## src/rtl/vlsu_txn_sched.sv

```systemverilog
// Vector LSU AXI transaction scheduler: arbitrates load/store bursts onto AR/AW, enforces
// read/write ordering by draining before a direction switch. Optional macro: VLSU_TXN_SCHED_PERF_EN.
module vlsu_txn_sched #(
   parameter int unsigned MaxOutstanding  = 8,
   parameter int unsigned SwitchThreshold = 4,
   localparam int unsigned CntWidth       = $clog2(MaxOutstanding + 1)
) (
   input  logic                clk_i,
   input  logic                rst_i,
   input  logic                ld_req_valid_i,
   output logic                ld_req_ready_o,
   input  logic                st_req_valid_i,
   output logic                st_req_ready_o,
   output logic                ar_valid_o,
   input  logic                ar_ready_i,
   output logic                aw_valid_o,
   input  logic                aw_ready_i,
   input  logic                r_last_hs_i,
   input  logic                b_hs_i,
   output logic [CntWidth-1:0] ld_outstanding_o,
   output logic [CntWidth-1:0] st_outstanding_o,
   output logic                idle_o,
   output logic                err_o,
   output logic [31:0]         perf_switches_o
);

   localparam int unsigned GntWidth = $clog2(SwitchThreshold + 1);
   localparam logic [CntWidth-1:0] MaxCnt = CntWidth'(MaxOutstanding);
   localparam logic [GntWidth-1:0] ThrCnt = GntWidth'(SwitchThreshold);

   typedef enum logic [2:0] {StIdle, StLd, StSt, StDrainLd, StDrainSt} state_e;

   state_e              state_q, state_d;
   logic [CntWidth-1:0] ld_cnt_q, ld_cnt_d, st_cnt_q, st_cnt_d;
   logic [GntWidth-1:0] grant_cnt_q, grant_cnt_d, grant_inc;
   logic                last_ld_q, last_ld_d;
   logic                err_q, err_d;
   logic                ld_issue_ok, st_issue_ok, ar_hs, aw_hs;

   assign ld_issue_ok    = (state_q == StLd) && (ld_cnt_q < MaxCnt);
   assign st_issue_ok    = (state_q == StSt) && (st_cnt_q < MaxCnt);
   assign ar_valid_o     = ld_req_valid_i & ld_issue_ok;
   assign ld_req_ready_o = ar_ready_i & ld_issue_ok;
   assign aw_valid_o     = st_req_valid_i & st_issue_ok;
   assign st_req_ready_o = aw_ready_i & st_issue_ok;
   assign ar_hs          = ar_valid_o & ar_ready_i;
   assign aw_hs          = aw_valid_o & aw_ready_i;

   // Include this cycle's grant so the switch lands on the edge of the Nth grant, not N+1.
   assign grant_inc = ((ar_hs | aw_hs) && (grant_cnt_q != ThrCnt)) ? grant_cnt_q + 1'b1
                                                                   : grant_cnt_q;

   always_comb begin
      state_d = state_q;
      unique case (state_q)
         StIdle: begin
            if (ld_req_valid_i && (!st_req_valid_i || !last_ld_q)) state_d = StLd;
            else if (st_req_valid_i)                               state_d = StSt;
         end
         StLd: begin
            if (st_req_valid_i && (!ld_req_valid_i || grant_inc >= ThrCnt)) state_d = StDrainLd;
            else if (!ld_req_valid_i && !st_req_valid_i && ld_cnt_q == '0)  state_d = StIdle;
         end
         StSt: begin
            if (ld_req_valid_i && (!st_req_valid_i || grant_inc >= ThrCnt)) state_d = StDrainSt;
            else if (!ld_req_valid_i && !st_req_valid_i && st_cnt_q == '0)  state_d = StIdle;
         end
         StDrainLd: if (ld_cnt_q == '0) state_d = StSt;
         StDrainSt: if (st_cnt_q == '0) state_d = StLd;
         default:   state_d = StIdle;
      endcase
   end

   always_comb begin
      grant_cnt_d = (state_d != state_q) ? '0 : grant_inc;
      last_ld_d   = last_ld_q;
      if (state_d == StLd && state_q != StLd) last_ld_d = 1'b1;
      if (state_d == StSt && state_q != StSt) last_ld_d = 1'b0;
   end

   // Issue and completion in the same cycle cancel; a completion at zero is an error, no wrap.
   always_comb begin
      ld_cnt_d = ld_cnt_q;
      st_cnt_d = st_cnt_q;
      err_d    = err_q;
      if (ar_hs && !r_last_hs_i) begin
         ld_cnt_d = ld_cnt_q + 1'b1;
      end else if (!ar_hs && r_last_hs_i) begin
         if (ld_cnt_q == '0) err_d = 1'b1;
         else                ld_cnt_d = ld_cnt_q - 1'b1;
      end
      if (aw_hs && !b_hs_i) begin
         st_cnt_d = st_cnt_q + 1'b1;
      end else if (!aw_hs && b_hs_i) begin
         if (st_cnt_q == '0) err_d = 1'b1;
         else                st_cnt_d = st_cnt_q - 1'b1;
      end
   end

   always_ff @(posedge clk_i or posedge rst_i) begin
      if (rst_i) begin
         state_q     <= StIdle;
         ld_cnt_q    <= '0;
         st_cnt_q    <= '0;
         grant_cnt_q <= '0;
         last_ld_q   <= 1'b0;
         err_q       <= 1'b0;
      end else begin
         state_q     <= state_d;
         ld_cnt_q    <= ld_cnt_d;
         st_cnt_q    <= st_cnt_d;
         grant_cnt_q <= grant_cnt_d;
         last_ld_q   <= last_ld_d;
         err_q       <= err_d;
      end
   end

`ifdef VLSU_TXN_SCHED_PERF_EN
   logic [31:0] perf_q;

   always_ff @(posedge clk_i or posedge rst_i) begin
      if (rst_i) begin
         perf_q <= '0;
      end else if (state_d != state_q && (state_d == StDrainLd || state_d == StDrainSt)) begin
         perf_q <= perf_q + 32'd1;
      end
   end

   assign perf_switches_o = perf_q;
`else
   assign perf_switches_o = '0;
`endif

   assign ld_outstanding_o = ld_cnt_q;
   assign st_outstanding_o = st_cnt_q;
   assign idle_o           = (state_q == StIdle) && (ld_cnt_q == '0) && (st_cnt_q == '0);
   assign err_o            = err_q;

endmodule

```

## config.mk

```make
export PLATFORM = sky130hd
export DESIGN_NAME = vlsu_txn_sched
export DESIGN_NICKNAME = d
export VERILOG_FILES = /design/src/rtl/vlsu_txn_sched.sv
export SDC_FILE = /design/constraint.sdc
export NUM_CORES = 1
export LEC_CHECK = 0
export CORE_MARGIN = 3
export CORE_UTILIZATION = 40
export CTS_CLUSTER_DIAMETER = 40
export DETAILED_ROUTE_END_ITERATION = 10
export PLACE_DENSITY = 0.73
export SYNTH_ARGS = -nofsm -noshare
export SYNTH_HDL_FRONTEND = slang
export SYNTH_SLANG_ARGS = --single-unit
```

## constraint.sdc

```tcl
create_clock -name clk_i -period 6.32 [get_ports clk_i]
set_input_delay 1.264 -clock clk_i [delete_from_list [all_inputs] [get_ports clk_i]]
set_output_delay 1.264 -clock clk_i [all_outputs]
set_load 0.005 [all_outputs]
```

==> results.toml <==
[sta]
fin_skew_ps = 1.30
setup_violations = 0
hold_violations = 0
fmax_mhz = 249
worst_slew_pin_slew_ps = 913
min_period_ps = 4020
fin_tns_setup_ps = 0
rsz0062_at_grt = "false"
slew_viol_final = 0
fin_crit_sh_pct = 63.6
slew_headroom_pct = 38.5

[logic_synthesis]
synth-seq-cells = 16
yosys_warnings = 0
syn_inst = 169
synth_xor_area_share_pct = 4.83
synth-simple-area-share_pct = 19.9
synth_cell_types = 41
synthFlopType = "dfrtp_1"
async_reset_ff_share_pct = 100
synth_mux_area_share_pct = 0.690
syn_area_um2 = 1450
synth-seq-area-share_pct = 27.6
synth_top_family_by_area = "buffers and inverters"
synth_compound_area_share_pct = 13.1
synth-edff-count = 0
synthAdderAreaFrac_pct = 11.4
avgSynthCellArea_um2 = 8.58

[routing]
wl_um = 2690
vias = 1076
ant_nets = 0
viasPerCell = 4.58
drt-pass1-iter-count = 4
post_drt_wl_per_cell_um = 11.5
drt_iter0_drc = 35
route.detailed.drc = 0

[critical_path]
critPathKind = "in -> out"
reg2reg_from = "state_q[1]"
ff2ff_path_depth = 13
r2r-end = "st_outstanding_o[3]"
critPathLaunch = "st_req_valid_i"
crit_fanout = 6
cpMostUsedCell = "clkdlybuf4s50_1"
cp.depth = 4
required_ps = 5060
cp-start-kind = "input port"
path_buf_inv = 2
worst_path_max_delay_cell = "clkdlybuf4s50_1"
max_stage_delay_ps = 570
critical_path.cell_chain = "clkdlybuf4s50_1 -> nor2b_1 -> and2_1 -> clkdlybuf4s50_1"
crit_path_end = "aw_valid_o"
cp_data_arrival_time_ps = 2750
r2r_setup_slack_ps = 3460
worstSetupEndpointType = "output port"
critPathTopFamily = "buffers and inverters"

[clocking]
cts_root_buf = "clkbuf_4"
cts_sinks = 16
cts_buffers = 3
cts_hold_buf = 0
clock_path_buffers = 2
path_clk_slew_ps = 90
htreeDepth = 1
insertion_delay_ps = 280
cts.repair.resized = 0
post_cts_buffers = 0
cts_tree = "yes"

[floorplanning]
start_util_pct = 42.5
pin_count = 54
num_rows = 21
die_width_um = 66.2
core_um2 = 3420
die_y_um = 66.2
die_area_um2 = 4380

[power_and_ir_drop]
powerDensity_nw_per_um2 = 360
p_leak_nw = 0.742
ir_drop_mv = 0.203

[job]
cap_violations = 0

[global_route]
grt.overflow.total = 0
grt_max_degree = 17
grt_pass1_vias = 990
grt_usage_pct = 13.0
grt_pass1_wl_um = 4480
antenna_found_initial = 0

[finish]
nets = 211
fin_area_um2 = 1580
antennaDiodeCount = 0
area_delta_synth_final_pct = 9.15
post-route-util_pct = 46.3
drive_gt1_share_pct = 5.82

[placement]
dpl-instance-area_um2 = 1560
place_congestion = 0.782
portBuffers = 21
dp_hpwl_um = 2140

[run_status]
outcome = "finished clean"

[hold_path]
hold_class = "reg -> reg"
[sequential cells by signal (all words and copies together), names as in the netlist]
signal and cells:
err_o 1, grant_cnt_q 3, last_ld_q 1, ld_outstanding_o 4, st_outstanding_o 4, state_q 3
[worst min-delay path by stage]
stage,end,cells past startpoint,startpoint
floorplan,err_o,1,err_o
global placement,err_o,1,err_o
detailed placement,err_o,1,err_o
CTS,err_o,1,err_o
global route,err_o,1,err_o
finish,err_o,1,err_o
[stage by stage]
stage          power (mW)  hold slack (ps)  std cells  setup WS [ps]
2_1_floorplan       0.433              472        200           3240
3_3_place_gp        0.513              482        232           2310
3_5_place_dp        0.518              470        232           2300
4_1_cts             0.575              514        235           2300
5_1_grt             0.632              545        235           2220
6_report            0.570              516        235           2300
[Yosys cell counts, types with 2 or more instances]
library cell   n  area, um2
a21oi_1       10       50.1
nand3_1        3       15.0
xnor2_1        5       43.8
xor2_1         3       26.3
o211ai_1       3       22.5
dfrtp_1       16        400
nor4_1         2       12.5
inv_1         11       41.3
nand4_1        2       12.5
nand2_1       18       67.6
buf_6          3       33.8
fa_1           2       40.0
a221o_1        2       20.0
or4_1          2       15.0
nor2_1        16       60.1
ha_1          10        125
buf_4         32        240
a31oi_1        2       12.5
a21o_1         2       15.0
o21ai_0        4       20.0
[kinds of logic (layout without fill, tap and decap cells)]
family | Yosys count | in the layout
simple gates | 55 | 55
buf+inv | 47 | 36
compound gates | 29 | 29
flops | 16 | 16
fa+ha+maj | 12 | 12
xor+xnor | 8 | 8
other cells | 1 | 32
mux | 1 | 1
[area by class of cell]
| cell class | count | area, um2 |
|---|---|---|
| flip-flops and latches | 16 | 400 |
| multi-input cells | 137 | 845 |
| fillers | 362 | 1830 |
| repair buffers | 21 | 210 |
| inverters | 12 | 47.5 |
| clock buffers | 3 | 22.5 |
| well taps | 46 | 57.6 |
[routing by layer]
layer  vias to the layer above  GRT usage, %  wire [um]
li1                        549             -          -
met1                       493          16.8       1240
met2                        32          21.7       1300
met3                         2          2.72        133
met4                         0          3.81         22
met5                         -             0          0
[cells in the final DEF, fill, tap and decap left out, drive strengths merged, types with 3 or more instances in the layout]
master / count
ha: 10
clkdlybuf4s50: 21
conb: 32
xnor2: 5
a21oi: 10
nand3: 3
clkbuf: 3
inv: 12
o21ai: 6
nor2: 16
dfrtp: 16
xor2: 3
and2: 3
nand2: 19
o211ai: 3
[where the power goes]
group,internal (mW),switching (mW),total (mW)
Clock,0.0221,0.0319,0.0541
Sequential,0.143,0.0710,0.214
Combinational,0.161,0.140,0.301
Total,0.326,0.243,0.570
(Power assumes the default switching activity.)
